`src/rtl/fetch_unit.sv`:
```
// Instruction fetch stage: fetches the word at decode's PC over a req/ack bus and holds it until consumed.
// Optional build macro FETCH_ALIGN_CHECK_EN: misaligned PCs fault immediately without a bus request.

module fetch_unit #(
    parameter int unsigned TIMEOUT_CYCLES = 16,
    parameter logic [31:0] NOOP_WORD      = 32'h0000_0013
) (
    input  logic        i_CLK,
    input  logic        i_RSTn,
    input  logic        i_EN,
    input  logic [31:0] i_PC,
    output logic        o_IBUS_REQ,
    output logic [31:0] o_IBUS_ADDR,
    input  logic        i_IBUS_ACK,
    input  logic [31:0] i_IBUS_DATA,
    input  logic        i_IBUS_ERR,
    output logic        o_INSTRUCTION_VALID,
    output logic [31:0] o_INSTRUCTION,
    output logic        o_FETCH_FAULT
);

    localparam int unsigned     CW       = (TIMEOUT_CYCLES > 2) ? $clog2(TIMEOUT_CYCLES) : 1;
    localparam logic [CW-1:0]   CNT_LAST = CW'(TIMEOUT_CYCLES - 1);

    typedef enum logic [1:0] {IDLE, REQ, HOLD, FAULT} state_t;

    state_t        state_q, state_d;
    logic          req_q, req_d;
    logic [31:0]   addr_q, addr_d;
    logic          valid_q, valid_d;
    logic [31:0]   instr_q, instr_d;
    logic          fault_q, fault_d;
    logic [CW-1:0] cnt_q, cnt_d;

    always_comb begin
        state_d = state_q;
        req_d   = req_q;
        addr_d  = addr_q;
        valid_d = valid_q;
        instr_d = instr_q;
        fault_d = fault_q;
        cnt_d   = cnt_q;
        case (state_q)
            IDLE: begin
`ifdef FETCH_ALIGN_CHECK_EN
                // addr_q still records the PC so a later redirect is detected in FAULT
                if (i_PC[1:0] != 2'b00) begin
                    addr_d  = i_PC;
                    valid_d = 1'b1;
                    fault_d = 1'b1;
                    instr_d = NOOP_WORD;
                    state_d = FAULT;
                end else begin
                    req_d   = 1'b1;
                    addr_d  = i_PC;
                    cnt_d   = '0;
                    state_d = REQ;
                end
`else
                req_d   = 1'b1;
                addr_d  = i_PC;
                cnt_d   = '0;
                state_d = REQ;
`endif
            end
            REQ: begin
                if (i_IBUS_ACK) begin
                    if (i_IBUS_ERR) begin
                        req_d   = 1'b0;
                        valid_d = 1'b1;
                        fault_d = 1'b1;
                        instr_d = NOOP_WORD;
                        state_d = FAULT;
                    end else if (i_PC == addr_q) begin
                        req_d   = 1'b0;
                        valid_d = 1'b1;
                        instr_d = i_IBUS_DATA;
                        state_d = HOLD;
                    end else begin
                        addr_d = i_PC;
                        cnt_d  = '0;
                    end
                end else if (cnt_q == CNT_LAST) begin
                    req_d   = 1'b0;
                    valid_d = 1'b1;
                    fault_d = 1'b1;
                    instr_d = NOOP_WORD;
                    state_d = FAULT;
                end else begin
                    cnt_d = cnt_q + 1'b1;
                end
            end
            HOLD, FAULT: begin
                // A PC change with no consume strobe is a forced redirect
                if (i_EN || (i_PC != addr_q)) begin
                    valid_d = 1'b0;
                    fault_d = 1'b0;
                    instr_d = NOOP_WORD;
                    state_d = IDLE;
                end
            end
            default: state_d = IDLE;
        endcase
    end

    always_ff @(posedge i_CLK or negedge i_RSTn) begin
        if (!i_RSTn) begin
            state_q <= IDLE;
            req_q   <= 1'b0;
            addr_q  <= '0;
            valid_q <= 1'b0;
            instr_q <= NOOP_WORD;
            fault_q <= 1'b0;
            cnt_q   <= '0;
        end else begin
            state_q <= state_d;
            req_q   <= req_d;
            addr_q  <= addr_d;
            valid_q <= valid_d;
            instr_q <= instr_d;
            fault_q <= fault_d;
            cnt_q   <= cnt_d;
        end
    end

    assign o_IBUS_REQ          = req_q;
    assign o_IBUS_ADDR         = addr_q;
    assign o_INSTRUCTION_VALID = valid_q;
    assign o_INSTRUCTION       = instr_q;
    assign o_FETCH_FAULT       = fault_q;

endmodule

```
`config.mk`:
```
export PLATFORM = sky130hd
export DESIGN_NAME = fetch_unit
export DESIGN_NICKNAME = d
export VERILOG_FILES = /design/src/rtl/fetch_unit.sv
export SDC_FILE = /design/constraint.sdc
export NUM_CORES = 1
export LEC_CHECK = 0
export CAP_MARGIN = 20
export CORE_MARGIN = 1.5
export CORE_UTILIZATION = 39
export CTS_CLUSTER_SIZE = 16
export DETAILED_ROUTE_END_ITERATION = 6
export PLACE_DENSITY = 0.77
export SYNTH_ARGS = -nofsm -noshare
export SYNTH_HDL_FRONTEND = slang
export SYNTH_SLANG_ARGS = --single-unit
```
`constraint.sdc`:
```
create_clock -name i_CLK -period 2.09 [get_ports i_CLK]
set_input_delay 0.209 -clock i_CLK [delete_from_list [all_inputs] [get_ports i_CLK]]
set_output_delay 0.209 -clock i_CLK [all_outputs]
set_load 0.1 [all_outputs]
```
# Word-level counts from Yosys, hierarchy flattened
# Index checks and enable logic that the tools add are counted.
[op_classes]
add_sub_neg = 1
eq_ne = 16
mux = 35
reduce_logical = 11
[op_table]
columns = ["operator", "count"]
rows = [
  ["32-bit two-way mux", 8],
  ["32-bit case mux with 2 select lines", 2],
  ["32-bit == test", 1],
  ["32-bit inequality test", 1],
  ["4-bit two-way mux", 4],
  ["4-bit AND reduction", 4],
  ["3-bit inequality test (second input constant)", 5],
  ["1-bit two-way mux", 11],
  ["2-bit two-way mux", 5],
  ["2-bit inequality test (second input constant)", 4],
  ["4-bit case mux with 2 select lines", 1],
  ["1-bit case mux with 2 select lines", 3],
  ["2-bit case mux with 3 select lines", 1],
  ["3-bit AND reduction", 2],
  ["4-bit by 1-bit adder with 4-bit output (second input constant)", 1],
  ["2-bit == test (second input constant)", 2],
  ["4-bit == test (second input constant)", 1],
  ["4-bit inequality test (second input constant)", 1],
  ["2-bit nonzero test", 2],
  ["2-bit by 1-bit == test with 1-bit output (second input constant)", 1],
  ["2-bit zero test", 1],
  ["2-bit OR reduction", 1],
  ["1-bit logical OR", 1],
]
[totals]
reg_bits = 73
input_bits = 69
output_inout_bits = 67
elab_cells = 70

# Logic depth before layout (Yosys ltp)
# Gate-level depths: netlist (run 1).
[logic_depth]
word_depth = 5
ltp_mapped = 8
depth_no_buf = 6

# Least setup slack after synthesis (run 1)
# No wires, ideal clock.
[synth_timing]
path_kind = "reg-to-reg"
start = "register addr_q[25], in the netlist o_IBUS_ADDR[25]"
end = "register addr_q[0], in the netlist o_IBUS_ADDR[0]"
setup_time_ps = 126
arrival_time_ps = 2487
required_time_ps = 1964
setup_slack_ps = -524
stages_incl_launch_ff = 9
n_path_buf = 2
period_less_slack_ps = 2614
path_cell_list = "dfrtp_1 -> xnor2_1 -> nand4_1 -> nor4_2 -> nand2_2 -> a21o_1 -> buf_6 -> buf_6 -> mux2_4"
[synth_between]
elab_chain_cells = 3
[synth_rtl]
columns = ["item", "line", "text"]
rows = [
  ["from (decl)", "29", "logic [31:0] addr_q, addr_d;"],
  ["from (signal assigned)", "118", "addr_q <= addr_d;"],
  ["32-bit == test", "74", "end else if (i_PC == addr_q) begin"],
  ["2-bit inequality test (no line)", "-", ""],
  ["4-bit AND reduction (no line)", "-", ""],
]
# No other way between the ends.
# A chain may end at the register's enable or synchronous reset.

# Final worst setup path (run 1)
[layout_timing]
start = "register addr_q[15], in the netlist o_IBUS_ADDR[15]"
end = "register addr_q[21], in the netlist o_IBUS_ADDR[21]"
# Same word-level chain as after synthesis.

==> results of run 1 <==
-- power breakdown --
part	internal, mW	switching, mW
registers	1.67	0.158
logic	0.893	1.64
clock network	0.549	0.550
-- layout by cell type, fill, tap and decap left out, types with 8 or more instances in the layout --
cell type                         synthesis  final
sky130_fd_sc_hd__xnor2_1                 32     24
sky130_fd_sc_hd__dfrtp_4                  0     28
sky130_fd_sc_hd__clkbuf_8                 0      9
sky130_fd_sc_hd__clkdlybuf4s50_1          0     67
sky130_fd_sc_hd__mux2_4                  29     32
sky130_fd_sc_hd__dfrtp_1                 70     38
sky130_fd_sc_hd__xnor2_2                  0      8
sky130_fd_sc_hd__nand4_1                  8      8
sky130_fd_sc_hd__nor2_1                  10      8
sky130_fd_sc_hd__a22o_1                  29     29
sky130_fd_sc_hd__buf_4                    0    104
-- layer usage --
layer  GRT usage  part of all wire  vias up
met5           0                 0        -
met4      0.0907             0.022        0
met3      0.0335             0.039       16
met2       0.335              0.52       72
met1       0.268              0.42     1325
li1            -                 -     1236
-- area by class of cell --
| class | instances | share of cell area |
|---|---|---|
| Tap cell | 105 | 0.0241 |
| Sequential cell | 73 | 0.356 |
| Multi-Input combinational cell | 155 | 0.283 |
| Inverter | 1 | 0.000688 |
| Clock inverter | 7 | 0.0126 |
| Timing Repair Buffer | 180 | 0.301 |
| Clock buffer | 9 | 0.0227 |
-- repair_timing --
| item | in CTS | in global routing |
|---|---|---|
| cloned | 3 | 0 |
| buffers inserted | 7 | 0 |
| setup endpoints to repair | 67 | 69 |
| hold buffers | 0 | 0 |
| hold endpoints to repair | 0 | 0 |
| resized for setup | 17 | 6 |
| pin swaps | 6 | 23 |
-- worst register-to-register path: cells and delay by family (launching register included) --
family                 cells  cell delay (ns)
multiplexers               1             0.30
buffers and inverters      1             0.17
AO/OA/AOI/OAI              1             0.24
flip-flops                 1             0.50
XOR/XNOR                   1             0.14
AND/OR/NAND/NOR            3             0.71
-- final timing paths --
check / startpoint / endpoint / slack (ns)
setup reg to reg: o_IBUS_ADDR[15] / o_IBUS_ADDR[21] / -0.1
max in group asynchronous: i_RSTn / o_IBUS_ADDR[8] / 1.39
hold reg to reg: o_INSTRUCTION_VALID / o_INSTRUCTION_VALID / 0.50
hold / removal: i_RSTn / o_IBUS_ADDR[23] / -0.009
min in group i_CLK: i_IBUS_DATA[17] / o_INSTRUCTION[17] / 0.46
setup / recovery: o_IBUS_ADDR[15] / o_IBUS_ADDR[21] / -0.1
-- registers in the layout (all words and copies together), names as in the netlist --
signal / flops
cnt_q: 4
o_FETCH_FAULT: 1
o_IBUS_ADDR: 32
o_IBUS_REQ: 1
o_INSTRUCTION: 32
o_INSTRUCTION_VALID: 1
state_q: 2
-- stage by stage --
stage	instances	setup TNS [ns]
5_1_grt	530	-10.21
3_5_place_dp	504	-23.30
6_report	530	-4.05
4_1_cts	530	-6.60
2_1_floorplan	240	-5.96
3_3_place_gp	504	-18.56
-- kinds of logic after synthesis --
family / share of synthesized area
AO/OA/AOI/OAI: 0.113
XOR/XNOR: 0.0841
adder cells (fa/ha/maj): 0.00376
buffers and inverters: 0.0244
flip-flops: 0.550
multiplexers: 0.155
AND/OR/NAND/NOR: 0.0699
==> flow_summary.toml, run 1 <==
[timing]
worst_tran_pin_value_ns = 0.921
fin_skew_ns = 0.0131
slew_viol_final = 0
setup_repair_after_global_routing_missed_its_margin = "yes"
finalHoldWorstSlack_ns = -0.00941
max_freq_mhz = 457
setup_violations = 52
timing.final.ws_setup_ns = -0.0997
relSlewSlack = 0.386
layout_worst_path_cycle_share = 1.05
final.min_clock_period_ns = 2.19
finalHoldViolCount = 4

[placement]
gpl.final_weighted_congestion = 0.810
buffer_ports.inserted = 135
area_after_detailed_placement_um2 = 4990
detailed_place_hpwl_mm = 6.15
preCtsSetupSlack_ns = -0.448

[global_route]
initial_antenna_violation_count = 0
grt_first_pass_wirelength_mm = 13.9
grt_max_degree = 74
track_usage = 0.205
overflow = 0
grt_pass1_vias = 2686

[worst_setup_path]
cp-start-kind = "flop"
rr_worst_depth = 7
arrival_ns = 2.41
setup.worst_path.end_class = "flop"
critical-path-max-stage-delay_ns = 0.50
critPathBufInv = 1
critPathKind = "reg2reg"
crit_fanout = 18
critPathRequiredTime_ns = 2.31
logic_depth_of_the_worst_path_buffers_included = 7
path_cells = "xnor2_2, nand4_1, nor4_4, nand2_4, a21o_4, buf_12, mux2_4"
path_delay_family = "simple AND/OR/NAND/NOR gates"
critical-path-slowest-cell = "sky130_fd_sc_hd__dfrtp_4"

[logic_synthesis]
seq_area_frac_synth = 0.550
synth_seq_cells = 73
netlist-cell-type-count = 35
synth_top_area_share = 0.526
postSynthAreaPerCell_um2 = 13.9
ys.flop_type = "sky130_fd_sc_hd__dfrtp_1"
ys.warnings.count = 0
synthCells = 240
synthesized_net_count = 310
post-synth-top-area-cell = "sky130_fd_sc_hd__dfrtp_1"
synth_most_common_cell = "sky130_fd_sc_hd__dfrtp_1"
synth_enable_flop_cells = 0
synth.cells.most_frequent = "70 x sky130_fd_sc_hd__dfrtp_1, 32 x sky130_fd_sc_hd__xnor2_1, 29 x sky130_fd_sc_hd__a22o_1, 29 x sky130_fd_sc_hd__mux2_4, 10 x sky130_fd_sc_hd__nor2_1"
async_set_reset_flop_share_out_of_synthesis = 1.00
syn-cell-area_um2 = 3330
synth_area_leaders = "sky130_fd_sc_hd__dfrtp_1 53%, sky130_fd_sc_hd__mux2_4 13%, sky130_fd_sc_hd__xnor2_1 8.4%, sky130_fd_sc_hd__a22o_1 7.6%, sky130_fd_sc_hd__dfstp_2 2.4%"

[cts]
cts_max_level = 3
clk_transition_reported_paths_ns = 0.08
cts_buffer_count = 9
clock_sinks = 73
cts_root_buf = "sky130_fd_sc_hd__clkbuf_8"
clk_path_buf_depth = 2
insertion_delay_of_the_later_clocked_pin_in_the_worst_skew_pair_ns = 0.35
tritoncts = "yes"

[detailed_routing]
detail_route.first_pass.iterations = 4
remaining_drc_errors = 0
first_iter_violations = 88
via_per_inst = 5.00
remaining_antenna_violation_count_after_routing = 0
post_drt_wl_per_cell_um = 17.2
routed_wirelength_mm = 9.12
route.vias.total = 2649

[die]
ios = 136
design.core.area_um2 = 8260
row_count = 33
fp.dieW_um = 95.4
design.die.area_um2 = 9100
floorplan.initialDensity = 0.403
die_y_um = 95.4

[job]
cap_violations = 0

[power_and_ir_drop]
cellPowerDensity_nw_per_um2 = 1000
final_power_mw = 5.46
power_leakage_nw = 2.49
vdd.ir_drop.worst_v = 0.000616

[finish]
postLayoutCoreUtil = 0.660
multi_input_comb_area_um2 = 1540
layout-drive-gt1-share = 0.518
filler_cell_count = 629
area_growth_syn_to_fin_pct = 63.7
num_antenna_cells = 0
stdcell_area_um2 = 5450
final_nets = 490
ff_latch_area_um2 = 1940

[outcome]
failed_checks = "negative hold slack, negative setup slack"
status = "complete, but fails checks"

[min_path]
timing.hold.worst.class = "in2async"
No activity file was read; power rests on OpenSTA's default activity.
==> run 2, diff against run 1 <==
--- a/config.mk
+++ b/config.mk
@@ -7,10 +7,11 @@
 export LEC_CHECK = 0
 export CAP_MARGIN = 20
 export CORE_MARGIN = 1.5
-export CORE_UTILIZATION = 39
+export CORE_UTILIZATION = 43
 export CTS_CLUSTER_SIZE = 16
 export DETAILED_ROUTE_END_ITERATION = 6
-export PLACE_DENSITY = 0.77
+export PLACE_DENSITY = 0.8
+export SLEW_MARGIN = 20
 export SYNTH_ARGS = -nofsm -noshare
 export SYNTH_HDL_FRONTEND = slang
 export SYNTH_SLANG_ARGS = --single-unit
==> constraint.sdc (replaced) <==
create_clock -name i_CLK -period 2.1 [get_ports i_CLK]
set_input_delay 0.21 -clock i_CLK [delete_from_list [all_inputs] [get_ports i_CLK]]
set_output_delay 0.21 -clock i_CLK [all_outputs]
set_load 0.02 [all_outputs]
==> flow_summary.toml, run 2 (synthesized netlist as in run 1, its figures left out) <==
[die]
floorplan.initialDensity = 0.452
fp.dieW_um = 91.0
row_count = 31
die_y_um = 91.0
design.core.area_um2 = 7370
ios = 136
design.die.area_um2 = 8280

[finish]
ff_latch_area_um2 = 1840
filler_cell_count = 514
postLayoutCoreUtil = 0.711
area_growth_syn_to_fin_pct = 57.4
num_antenna_cells = 0
layout_commonest_cell = "sky130_fd_sc_hd__clkdlybuf4s50_1"
layout-drive-gt1-share = 0.229
final_nets = 464
multi_input_comb_area_um2 = 1490
leading_cell_types_in_the_layout_fill_and_taps_excluded = "134 x sky130_fd_sc_hd__clkdlybuf4s50_1, 64 x sky130_fd_sc_hd__dfrtp_1, 31 x sky130_fd_sc_hd__xnor2_1, 31 x sky130_fd_sc_hd__mux2_4, 29 x sky130_fd_sc_hd__a22o_1"

[power_and_ir_drop]
vdd.ir_drop.worst_v = 0.000489
cellPowerDensity_nw_per_um2 = 840
power_leakage_nw = 2.25

[timing]
relSlewSlack = 0.630
slew_viol_final = 0
worst_tran_pin_value_ns = 0.550
layout_worst_path_cycle_share = 1.02
max_freq_mhz = 467
fin_skew_ns = 0.00840
timing.final.ws_setup_ns = -0.0391
final.min_clock_period_ns = 2.14
finalHoldWorstSlack_ns = 0.405
finalHoldViolCount = 0
setup_violations = 31
setup_repair_after_global_routing_missed_its_margin = "yes"

[cts]
tritoncts = "yes"
insertion_delay_of_the_later_clocked_pin_in_the_worst_skew_pair_ns = 0.34
cts_root_buf = "sky130_fd_sc_hd__clkbuf_8"
cts_buffer_count = 9
clk_transition_reported_paths_ns = 0.07
cts_max_level = 3
clock_sinks = 73
clk_path_buf_depth = 2

[global_route]
grt_first_pass_wirelength_mm = 13.6
overflow = 0
grt_max_degree = 42
track_usage = 0.208
grt_pass1_vias = 2614
initial_antenna_violation_count = 0

[detailed_routing]
via_per_inst = 5.19
routed_wirelength_mm = 8.23
remaining_antenna_violation_count_after_routing = 0
route.vias.total = 2579
remaining_drc_errors = 0
first_iter_violations = 94
post_drt_wl_per_cell_um = 16.5
detail_route.first_pass.iterations = 4

[worst_setup_path]
critical-path-max-stage-delay_ns = 0.44
setup.worst_path.end_class = "flop"
path_cells = "xnor2_2, nand4_1, nor4_4, nand2_2, a21o_4, buf_4, mux2_4"
arrival_ns = 2.36
cp-start-kind = "flop"
crit_fanout = 5
worstSetupStartpoint = "o_IBUS_ADDR[14]"
critPathKind = "reg2reg"
critPathRequiredTime_ns = 2.32
critical-path-slowest-cell = "sky130_fd_sc_hd__dfrtp_2"
worstReg2RegStart = "o_IBUS_ADDR[14]"

[min_path]
timing.hold.worst.class = "in2async"

[placement]
detailed_place_hpwl_mm = 5.87
gpl.final_weighted_congestion = 0.865
buffer_ports.inserted = 135

[job]
cap_violations = 0

[outcome]
failed_checks = "negative setup slack"
status = "complete, but fails checks"
-- run 2: cell count changes in the layout (fill, tap and decap cells not counted), sizes merged --
| cell | previous run | this run |
|---|---|---|
| bufbuf | 1 | 0 |
| buf | 112 | 19 |
| clkdlybuf4s50 | 67 | 134 |
| dlygate4sd3 | 0 | 1 |
| inv | 2 | 1 |
| clkinv | 3 | 2 |
| clkinvlp | 2 | 1 |
| bufinv | 1 | 3 |
-- run 2: area by class of cell --
cell class | count | area share
flip-flops and latches | 73 | 0.351
multi-input cells | 155 | 0.283
clock buffers | 9 | 0.0236
well taps | 99 | 0.0236
clock inverters | 6 | 0.0205
repair buffers | 154 | 0.297
inverters | 1 | 0.000716
-- run 2: repair_timing --
item                                   4_1_cts  5_1_grt
setup endpoints to repair                   65       67
hold buffers                                 1        0
gates resized for setup                      8        5
setup buffers                                3        0
pin swaps                                    6        2
endpoints found under the hold margin       40        0
-- run 2: path summary, 6_finish.rpt --
kind | depth (start not counted) | slack [ns] | endpoint
worst max-delay path | 7 | -0.04 | o_IBUS_ADDR[26]
worst min-delay path | 2 | 0.40 | o_INSTRUCTION[12]
worst max register to register | 7 | -0.04 | o_IBUS_ADDR[26]
worst min register to register | 1 | 0.49 | o_INSTRUCTION_VALID
max in group asynchronous | 3 | 1.04 | o_INSTRUCTION[4]
min in group i_CLK | 2 | 0.47 | o_INSTRUCTION[26]
-- run 2: metrics by stage --
step	TNS (ns)	power, mW	instances	setup WS [ns]	area [um^2]
3_3_place_gp	-24.68	3.07	478	-0.397	4900
3_5_place_dp	-26.39	3.09	478	-0.431	4900
5_1_grt	-7.17	4.61	497	-0.141	5240
2_1_floorplan	0	2.47	240	0.00555	3340
4_1_cts	-1.04	4.43	497	-0.0455	5210
6_report	-0.722	4.41	497	-0.0391	5240
-- run 2: worst max-delay path: cells and delay by family (launching register included) --
kind	cells	cell delay, ns
xor+xnor	1	0.15
buf+inv	1	0.18
compound gates	1	0.26
mux	1	0.30
flops	1	0.44
simple gates	3	0.71
-- run 2: report_power, final --
group          internal (mW)  leakage (nW)  switching (mW)
Sequential              1.58         0.918           0.166
Combinational          0.804          1.21           0.578
Clock                  0.778         0.115           0.495
-- run 2: per-layer routing --
| layer | vias up | global-route usage | share of wire |
|---|---|---|---|
| met1 | 1254 | 0.280 | 0.44 |
| met3 | 11 | 0.0544 | 0.077 |
| met5 | - | 0 | 0 |
| li1 | 1183 | - | - |
| met4 | 0 | 0.0664 | 0.015 |
| met2 | 131 | 0.328 | 0.47 |
